===== src/rtl/bcd_pkg.sv =====
// Shared definitions for the BCD-to-binary converter.
//   BCD digit constants, FSM state encoding and a width helper for the
//   iteration counter.
package bcd_pkg;

  localparam int         BCD_DIG_W   = 4;
  localparam logic [3:0] BCD_DIG_MAX = 4'd9;
  localparam logic [3:0] BCD_ADJ_THR = 4'd8;
  localparam logic [3:0] BCD_ADJ     = 4'd3;

  typedef enum logic [1:0] {
    S_IDLE = 2'd0,
    S_CONV = 2'd1,
    S_DONE = 2'd2
  } state_t;

  // Bits needed to hold 0..v-1, never less than 1.
  function automatic int clog2(input int v);
    int r;
    r = 1;
    for (int i = 1; i < 31; i++) begin
      if ((1 << i) < v) r = i + 1;
    end
    return r;
  endfunction

endpackage


===== src/rtl/bcd_digit_adj.sv =====
// Reverse double-dabble digit correction.
//   i_digit : 4-bit BCD field after the right shift
//   o_digit : i_digit - 3 when i_digit >= 8, otherwise i_digit unchanged
// Subtraction only happens for values >= 8, so the result never underflows.
module bcd_digit_adj
  import bcd_pkg::*;
(
  input  logic [BCD_DIG_W-1:0] i_digit,
  output logic [BCD_DIG_W-1:0] o_digit
);

  assign o_digit = (i_digit >= BCD_ADJ_THR) ? (i_digit - BCD_ADJ) : i_digit;

endmodule


===== src/rtl/bcd_to_bin_seq.sv =====
// Sequential packed-BCD to binary converter (reverse double-dabble).
//   clk       : single clock, rising edge
//   rst_n     : asynchronous active-low reset
//   in_valid  : bcd_in is valid
//   in_ready  : converter can accept (IDLE only)
//   bcd_in    : NDIGITS packed BCD digits, units in the LSB nibble
//   out_valid : bin_out/err valid, held until accepted
//   out_ready : downstream accepts result
//   bin_out   : binary value of bcd_in (0 on error)
//   err       : some input digit was > 9
// One shift/adjust iteration per clock; BIN_W iterations per conversion.
//
//   state  | meaning
//   S_IDLE | waiting for an input handshake
//   S_CONV | shifting, one iteration per clock
//   S_DONE | result held until out_ready
module bcd_to_bin_seq
  import bcd_pkg::*;
#(
  parameter int NDIGITS = 3,
  parameter int BIN_W   = 10
) (
  input  logic                   clk,
  input  logic                   rst_n,
  input  logic                   in_valid,
  output logic                   in_ready,
  input  logic [4*NDIGITS-1:0]   bcd_in,
  output logic                   out_valid,
  input  logic                   out_ready,
  output logic [BIN_W-1:0]       bin_out,
  output logic                   err
);

  localparam int BCD_W = BCD_DIG_W * NDIGITS;
  localparam int SR_W  = BCD_W + BIN_W;
  localparam int CNT_W = clog2(BIN_W);
  localparam logic [CNT_W-1:0] CNT_LAST = CNT_W'(BIN_W - 1);

  state_t             r_state, w_state_nxt;
  logic [SR_W-1:0]    r_sr, w_sr_nxt;
  logic [SR_W-1:0]    w_shift, w_adj;
  logic [CNT_W-1:0]   r_cnt, w_cnt_nxt;
  logic [BIN_W-1:0]   r_bin, w_bin_nxt;
  logic               r_err, w_err_nxt;
  logic               w_digit_bad;

  assign w_shift = r_sr >> 1;

  // Binary field passes through; each BCD field gets its own corrector.
  assign w_adj[BIN_W-1:0] = w_shift[BIN_W-1:0];

  for (genvar g = 0; g < NDIGITS; g++) begin : g_adj
    bcd_digit_adj u_adj (
      .i_digit (w_shift[BIN_W + BCD_DIG_W*g +: BCD_DIG_W]),
      .o_digit (w_adj  [BIN_W + BCD_DIG_W*g +: BCD_DIG_W])
    );
  end

  always_comb begin
    w_digit_bad = 1'b0;
    for (int k = 0; k < NDIGITS; k++) begin
      if (bcd_in[BCD_DIG_W*k +: BCD_DIG_W] > BCD_DIG_MAX) w_digit_bad = 1'b1;
    end
  end

  always_ff @(posedge clk or negedge rst_n) begin
    if (!rst_n) begin
      r_state <= S_IDLE;
      r_sr    <= '0;
      r_cnt   <= '0;
      r_bin   <= '0;
      r_err   <= 1'b0;
    end else begin
      r_state <= w_state_nxt;
      r_sr    <= w_sr_nxt;
      r_cnt   <= w_cnt_nxt;
      r_bin   <= w_bin_nxt;
      r_err   <= w_err_nxt;
    end
  end

  always_comb begin
    w_state_nxt = r_state;
    w_sr_nxt    = r_sr;
    w_cnt_nxt   = r_cnt;
    w_bin_nxt   = r_bin;
    w_err_nxt   = r_err;
    unique case (r_state)
      S_IDLE: begin
        if (in_valid) begin
          if (w_digit_bad) begin
            w_bin_nxt   = '0;
            w_err_nxt   = 1'b1;
            w_state_nxt = S_DONE;
          end else begin
            w_sr_nxt    = {bcd_in, {BIN_W{1'b0}}};
            w_cnt_nxt   = '0;
            w_state_nxt = S_CONV;
          end
        end
      end
      S_CONV: begin
        w_sr_nxt  = w_adj;
        w_cnt_nxt = r_cnt + CNT_W'(1);
        if (r_cnt == CNT_LAST) begin
          // Final iteration: the binary field of the adjusted value is the result.
          w_bin_nxt   = w_adj[BIN_W-1:0];
          w_err_nxt   = 1'b0;
          w_cnt_nxt   = '0;
          w_state_nxt = S_DONE;
        end
      end
      S_DONE: begin
        if (out_ready) w_state_nxt = S_IDLE;
      end
      default: w_state_nxt = S_IDLE;
    endcase
  end

  assign in_ready  = (r_state == S_IDLE);
  assign out_valid = (r_state == S_DONE);
  assign bin_out   = r_bin;
  assign err       = r_err;

endmodule


===== config.mk =====
export PLATFORM = sky130hd
export DESIGN_NAME = bcd_to_bin_seq
export DESIGN_NICKNAME = d
export VERILOG_FILES = /design/src/rtl/bcd_pkg.sv /design/src/rtl/bcd_digit_adj.sv /design/src/rtl/bcd_to_bin_seq.sv
export SDC_FILE = /design/constraint.sdc
export NUM_CORES = 1
export LEC_CHECK = 0
export BUFFER_PORTS_ARGS = -buffer_cell sky130_fd_sc_hd__buf_2
export CORE_ASPECT_RATIO = 1.4
export CORE_MARGIN = 4
export CORE_UTILIZATION = 55
export DETAILED_ROUTE_END_ITERATION = 10
export GPL_ROUTABILITY_DRIVEN = 0
export MAX_ROUTING_LAYER = met4
export PLACE_DENSITY = 0.8
export REMOVE_ABC_BUFFERS = 1
export SLEW_MARGIN = 5
export SYNTH_ARGS = -nofsm -noshare
export SYNTH_HDL_FRONTEND = slang
export SYNTH_HIERARCHICAL = 1
export SYNTH_SLANG_ARGS = --single-unit

===== constraint.sdc =====
create_clock -name clk -period 3.8 [get_ports clk]
set_input_delay 0 -clock clk [delete_from_list [all_inputs] [get_ports clk]]
set_output_delay 0 -clock clk [all_outputs]
set_load 0.005 [all_outputs]

==> results.rst, run 1 <==
.. list-table::
   :header-rows: 1

   * - Metric
     - Value
   * - Via count of the first global-routing pass
     - 1,439
   * - Max Transition Viols Final
     - 0
   * - # DRC
     - 0
   * - Clock insertion delay at the later pin of the skew report
     - 300 ps
   * - Placement-stage worst setup slack
     - 1920 ps
   * - Sort of element at the end of the critical path
     - flip-flop
   * - Fin crit period
     - 1880 ps
   * - Antenna diode instance count
     - 0
   * - Std-Cell Rows
     - 26
   * - Crit-path slowest cell
     - sky130_fd_sc_hd__a41o_1
   * - Async S/R FF share, synth
     - 1.00
   * - Kind of cell with the highest combined delay on the critical path
     - compound AO/OA/AOI/OAI gates
   * - Number of sinks driven by the clock tree
     - 38
   * - Clock edge transition at the registers on the reported setup and hold paths
     - 70 ps
   * - Most used cells in the layout excluding fill and tap cells
     - sky130_fd_sc_hd__dfrtp_1 (38), sky130_fd_sc_hd__buf_2 (28), sky130_fd_sc_hd__mux2_2 (17)
   * - Endpoint of the worst hold path
     - r_state[1]
   * - Initial antenna violation count
     - 0
   * - Worst Reg-to-Reg Cells
     - 3
   * - Total length of routed wires
     - 4.05 mm
   * - Horizontal die dimension
     - 59.7 um
   * - Detailed Route Iter0 Violations
     - 49
   * - Number of buffers added by the clock tree synthesis step
     - 5
   * - Reg2Reg Launch Point
     - r_state[1]
   * - List of cells traversed by the critical path
     - nor2b_1 -> a41o_1 -> mux2_2
   * - Critical Setup Path Class
     - flip-flop to flip-flop
   * - FF-to-FF End
     - r_sr[21]
   * - Final clock skew
     - 8.73 ps
   * - Pwr per Cell Area
     - 679 nW/um^2
   * - Die area
     - 4800 sq um
   * - Commonest non-fill, non-tap cell in the layout
     - sky130_fd_sc_hd__dfrtp_1
   * - Distinct cells, synth
     - 39
   * - Number of synthesized register bits
     - 38
   * - Final ANT Viol Nets
     - 0
   * - Hold Crit Class
     - input port to flip-flop
   * - RSZ-0062 raised after global routing
     - false
   * - Worst IR Drop VDD
     - 0.515 mV
   * - EDFF count, synth
     - 0
   * - Port Buffers
     - 28
   * - Area of the mapped netlist
     - 2060 sq um
   * - Number of buffers between clock root and the deepest sink
     - 2
   * - Per-cell via count in the routed design
     - 5.76
   * - I/O pin cnt
     - 29
   * - Final Hold Vio Count
     - 0
   * - Seq/Total Area, Yosys
     - 0.461
   * - Buffer and inverter count on the worst path
     - 0
   * - Ratio of final minimum period to clock period
     - 0.495
   * - Grt total ovfl
     - 0
   * - Number of detailed-routing iterations run before antenna repair
     - 4
   * - Hold depth
     - 3
   * - Prevailing post-synth register cell
     - sky130_fd_sc_hd__dfrtp_1
   * - Max-Cap Viols
     - 0
   * - Post-synthesis average cell area
     - 11.4 sq um
   * - Cell count after synthesis
     - 181
   * - Wire per inst
     - 15.8 um
   * - Headroom to the max-slew limit
     - 0.460
   * - Final-stage net count
     - 237
   * - Share of layout cells above drive strength 1
     - 0.308
   * - Placeable Area
     - 3640 sq um
   * - Post-CTS Setup Repair Bufs
     - 0
   * - Setup TNS after final layout
     - 0 ps
   * - CP peak stage delay
     - 680 ps
   * - Status
     - finished, final reports clean
   * - Starting utilization of the core area
     - 0.566
   * - Maximum level of the CTS H-tree
     - 2
   * - Data required time at the worst endpoint
     - 3980 ps
   * - Vertical die dimension
     - 80.4 um
   * - Clock root buffer
     - sky130_fd_sc_hd__clkbuf_8
   * - Total via count after detailed routing
     - 1,474
   * - Area growth syn-to-layout
     - 12.3%
   * - Arr. time, crit path
     - 2060 ps
   * - Slew at the pin with the worst max-slew slack
     - 810 ps
   * - Maximum number of pins on one net before global-route repair
     - 39
   * - First-pass GRT wire length
     - 6.93 mm
   * - TritonCTS clock tree
     - done
   * - Yosys warnings
     - 6
   * - Startpoint of the worst hold path
     - out_ready
   * - CP Max Fanout
     - 15
   * - Static leakage
     - 0.00109 uW
   * - Highest attainable clock frequency
     - 0.532 GHz
   * - Total track usage
     - 0.199
   * - Critical path launch point type
     - flip-flop
   * - Setup slack on the worst flop-to-flop path
     - 1920 ps
   * - Final setup violation count
     - 0
   * - Final worst slack
     - 1920 ps
   * - HPWL after DPL
     - 2.83 mm
[cell usage after synthesis (all sizes together) (2+ instances only)]
cell type / number / area share
nand2b: 3 / 0.0091
a22oi: 10 / 0.036
o22ai: 11 / 0.033
dfrtp: 38 / 0.46
nand3: 3 / 0.0073
o21ai: 7 / 0.017
a22o: 10 / 0.042
a21oi: 3 / 0.0073
xnor2: 3 / 0.013
nor2b: 5 / 0.016
nand2: 16 / 0.029
clkbuf: 3 / 0.0055
nor2: 2 / 0.0036
inv: 10 / 0.018
xor2: 3 / 0.013
mux2: 24 / 0.14
buf: 7 / 0.031
ha: 8 / 0.049
a41oi: 2 / 0.012
[power by group]
part	internal (uW)	total (uW)	switching (uW)
combinational	321	577	257
clock	146	291	145
sequential	540	702	162
total	1010	1570	563
[sequential cells by signal (all words and copies together), names as in the netlist]
name and count:
r_state 2, r_sr 21, bin_out 10, r_cnt 4, err 1
[stage by stage]
step	instances	hold slack [ps]	util	instance area, sq um	total power (uW)
4_1_cts	256	54.6	0.635	2310	1580
3_5_place_dp	247	145	0.606	2210	1280
5_1_grt	256	61.9	0.635	2310	1690
2_1_floorplan	175	-296	-	2000	1120
3_3_place_gp	247	143	0.606	2210	1260
6_report	256	63.4	0.635	2310	1570
[worst min-delay path: cells and delay by family]
| kind | cells | cell delay [ps] |
|---|---|---|
| AOI/OAI and AO/OA | 2 | 230 |
| buffers and inverters | 1 | 90 |
[repair_timing]
action                    in CTS  in global routing
hold buffers                   1                  0
gates resized for setup        0                  0
hold endpoints to repair      38                  0
[routing by layer]
layer  GRT usage  vias to the layer above  wire length [um]
met5           -                        -                 0
met4      0.0865                        0                77
met3      0.0434                        6               214
met2       0.297                       43              2000
met1       0.257                      711              1750
li1            -                      714                 -
[logic make-up after synthesis]
family	count (synthesis)	share of synthesized area
other cells	1	0.00182
mux	25	0.149
fa+ha+maj	8	0.0486
simple gates	34	0.0862
compound gates	49	0.173
flops	38	0.461
buf+inv	20	0.0546
xor+xnor	6	0.0255
[cell type report]
class | instances | area, sq um
clock buffers | 6 | 82.6
clock inverters | 2 | 12.5
fillers | 305 | 1330
inverters | 10 | 37.5
multi-input cells | 127 | 1010
flip-flops and latches | 38 | 951
well taps | 42 | 52.6
repair buffers | 31 | 165
[how the worst max path moves through the flow]
stage	startpoint	depth (start not counted)	slack, ps	to
final	r_state[1]	3	1920	r_sr[21]
after global placement	r_state[1]	3	1970	r_sr[13]
after CTS	r_state[1]	3	1910	r_sr[21]
after floorplan	r_state[0]	3	1610	r_sr[12]
after global routing	r_state[1]	3	1780	r_sr[21]
after detailed placement	r_state[1]	3	1920	r_sr[21]
Power figures use the tool's default switching activity.
==> run 2, diff against run 1 <==
- CORE_UTILIZATION: 55 -> 51
- PLACE_DENSITY: 0.8 -> 0.78
- clock period: 3.8 -> 1.6 ns (I/O delays scaled with it)
==> run 2 against run 1 <==
First-iteration DRC count increased by 86%. Final cell count increased by 7.4%. Fmax is 19% higher. Core utilization grew 1.4 points.
==> results.rst, run 2 (synthesis results as in run 1) <==
.. list-table::
   :header-rows: 1

   * - Metric
     - Value
   * - Crit-path slowest cell
     - sky130_fd_sc_hd__dfrtp_1 (was sky130_fd_sc_hd__a41o_1)
   * - Register bank with the most flops
     - r_sr (unchanged)
   * - Number of flip-flops under the largest register name
     - 21 (unchanged)
   * - Antenna diode instance count
     - 0 (unchanged)
   * - Clk network pwr share
     - 0.228 (was 0.185)
   * - CP peak stage delay
     - 440 ps (was 680 ps)
   * - Clock root buffer
     - sky130_fd_sc_hd__clkbuf_8 (unchanged)
   * - Fin util
     - 0.649 (was 0.635)
   * - Total track usage
     - 0.178 (was 0.199)
   * - Pwr per Cell Area
     - 1700 nW/um^2 (was 679 nW/um^2)
   * - Maximum number of pins on one net before global-route repair
     - 39 (unchanged)
   * - Commonest non-fill, non-tap cell in the layout
     - sky130_fd_sc_hd__dfrtp_1 (unchanged)
   * - Total via count after detailed routing
     - 1,526 (was 1,474)
   * - Share of layout cells above drive strength 1
     - 0.384 (was 0.308)
   * - TritonCTS clock tree
     - done (unchanged)
   * - Port Buffers
     - 28 (unchanged)
   * - Power dissipated by switching net loads
     - 1440 uW (was 563 uW)
   * - Ratio of final minimum period to clock period
     - 0.983 (was 0.495)
   * - Horizontal die dimension
     - 61.7 um (was 59.7 um)
   * - Vertical die dimension
     - 83.2 um (was 80.4 um)
   * - Most used cells in the layout excluding fill and tap cells
     - sky130_fd_sc_hd__dfrtp_1 (37), sky130_fd_sc_hd__buf_2 (28), sky130_fd_sc_hd__buf_4 (18) (was sky130_fd_sc_hd__dfrtp_1 (38), sky130_fd_sc_hd__buf_2 (28), sky130_fd_sc_hd__mux2_2 (17))
   * - Static leakage
     - 0.00121 uW (was 0.00109 uW)
   * - Kind of cell with the highest combined delay on the critical path
     - multiplexers (was compound AO/OA/AOI/OAI gates)
   * - Number of buffers between clock root and the deepest sink
     - 2 (unchanged)
   * - Combinational share of power
     - 0.390 (was 0.368)
   * - Cell repeated most along the worst path
     - sky130_fd_sc_hd__mux2_2
   * - Hold Worst Slack
     - 66.3 ps (was 63.4 ps)
   * - HPWL after DPL
     - 2.92 mm (was 2.83 mm)
   * - Max Transition Viols Final
     - 0 (unchanged)
   * - Final Hold Vio Count
     - 0 (unchanged)
   * - Int Power
     - 2880 uW (was 1010 uW)
   * - Std-Cell Rows
     - 27 (was 26)
   * - Status
     - finished, final reports clean (unchanged)
   * - Per-cell via count in the routed design
     - 5.55 (was 5.76)
   * - I/O pin cnt
     - 29 (unchanged)
   * - Max-Cap Viols
     - 0 (unchanged)
   * - List of cells traversed by the critical path
     - ha_1 -> nand2b_1 -> xnor2_1 -> mux2_2 -> mux2_2 (was nor2b_1 -> a41o_1 -> mux2_2)
   * - Switching portion of total power
     - 0.334 (was 0.359)
   * - CP Max Fanout
     - 4 (was 15)
   * - Sequential power share
     - 0.382 (was 0.447)
   * - Arr. time, crit path
     - 1760 ps (was 2060 ps)
   * - # DRC
     - 0 (unchanged)
   * - Grt total ovfl
     - 0 (unchanged)
   * - Sort of element at the end of the critical path
     - flip-flop (unchanged)
   * - Number of sinks driven by the clock tree
     - 38 (unchanged)
   * - Worst IR Drop VDD
     - 1.19 mV (was 0.515 mV)
   * - Starting utilization of the core area
     - 0.526 (was 0.566)
   * - Die area
     - 5140 sq um (was 4800 sq um)
   * - Clock insertion delay at the later pin of the skew report
     - 290 ps (was 300 ps)
   * - Area growth syn-to-layout
     - 23.5% (was 12.3%)
   * - Via count of the first global-routing pass
     - 1,517 (was 1,439)
   * - Critical Setup Path Class
     - flip-flop to flip-flop (unchanged)
   * - Number of buffers added by the clock tree synthesis step
     - 5 (unchanged)
   * - Buffer and inverter count on the worst path
     - 0 (unchanged)
   * - Total length of routed wires
     - 4.16 mm (was 4.05 mm)
   * - Number of detailed-routing iterations run before antenna repair
     - 4 (unchanged)
   * - Final setup violation count
     - 0 (unchanged)
   * - First-pass GRT wire length
     - 6.88 mm (was 6.93 mm)
   * - Clock edge transition at the registers on the reported setup and hold paths
     - 80 ps (was 70 ps)
   * - Fin crit period
     - 1570 ps (was 1880 ps)
   * - Final ANT Viol Nets
     - 0 (unchanged)
   * - Hold Crit Class
     - input port to flip-flop (unchanged)
   * - Wire per inst
     - 15.1 um (was 15.8 um)
   * - Data required time at the worst endpoint
     - 1790 ps (was 3980 ps)
   * - Final clock skew
     - 5.95 ps (was 8.73 ps)
   * - Highest attainable clock frequency
     - 0.635 GHz (was 0.532 GHz)
   * - Initial antenna violation count
     - 0 (unchanged)
   * - Placeable Area
     - 3920 sq um (was 3640 sq um)
   * - Detailed Route Iter0 Violations
     - 91 (was 49)
   * - Critical path launch point type
     - flip-flop (unchanged)
   * - Final-stage net count
     - 255 (was 237)
   * - Maximum level of the CTS H-tree
     - 2 (unchanged)
   * - Overall power after layout
     - 4330 uW (was 1570 uW)
==> run 2: changes by cell type in the layout (fill, tap and decap cells not counted), sizes merged <==
cell,before,now
clkinvlp,1,0
clkbuf,6,5
bufinv,0,2
buf,30,48
==> run 2: metal layers <==
metal / wire [um] / GRT usage / vias to the layer above
met5: 0 / - / -
met4: 61 / 0.0618 / 0
met3: 190 / 0.0373 / 6
met2: 2100 / 0.281 / 31
met1: 1810 / 0.218 / 741
li1: - / - / 748
==> run 2: final timing paths <==
kind / endpoint / cells past startpoint / startpoint / slack [ps]
min in group asynchronous: bin_out[2] / 3 / rst_n / 200
hold reg to reg: r_sr[1] / 1 / r_sr[1] / 510
setup / recovery: r_sr[12] / 5 / r_sr[11] / 30
max in group asynchronous: r_sr[15] / 3 / rst_n / 1200
setup reg to reg: r_sr[12] / 5 / r_sr[11] / 30
hold / removal: r_sr[10] / 3 / bcd_in[0] / 70
==> run 2: what timing repair did <==
action | CTS | global route
pin swaps | 0 | 1
hold endpoints to repair | 38 | 0
setup buffers | 1 | 3
hold buffers | 1 | 0
setup endpoints to repair | 1 | 5
gates resized for setup | 0 | 8
==> run 2: through the flow <==
stage                     worst slack [ps]  setup TNS (ps)  cells  instance area, sq um
after global routing                 -13.4           -13.4    275                  2540
after detailed placement              25.3               0    262                  2340
after floorplan                       -586           -8300    175                  2000
after CTS                             10.4               0    272                  2490
after global placement                87.8               0    262                  2340
final                                 26.4               0    275                  2540
==> run 2: power by group through the flow <==
stage | combinational [uW] | sequential [uW] | clock [uW]
finish | 1690 | 1650 | 988
global route | 1870 | 1710 | 1040
CTS | 1590 | 1640 | 994
detailed placement | 1540 | 1650 | 0
global placement | 1480 | 1640 | 0
floorplan | 1090 | 1570 | 0
==> run 2: final cells by class <==
type                       instances  area [sq um]
clock buffer                       5          68.8
clock inverter                     3          68.8
fill                             314          1370
inverter                          10          37.5
multi-input combinational        127          1040
sequential                        38           952
tap                               43          53.8
timing repair buffer              49           325
==> run 2: tightest hold or removal path, stage by stage <==
cell	delay, ps
sky130_fd_sc_hd__buf_2	80
sky130_fd_sc_hd__mux2_2	130
sky130_fd_sc_hd__mux2_4	130
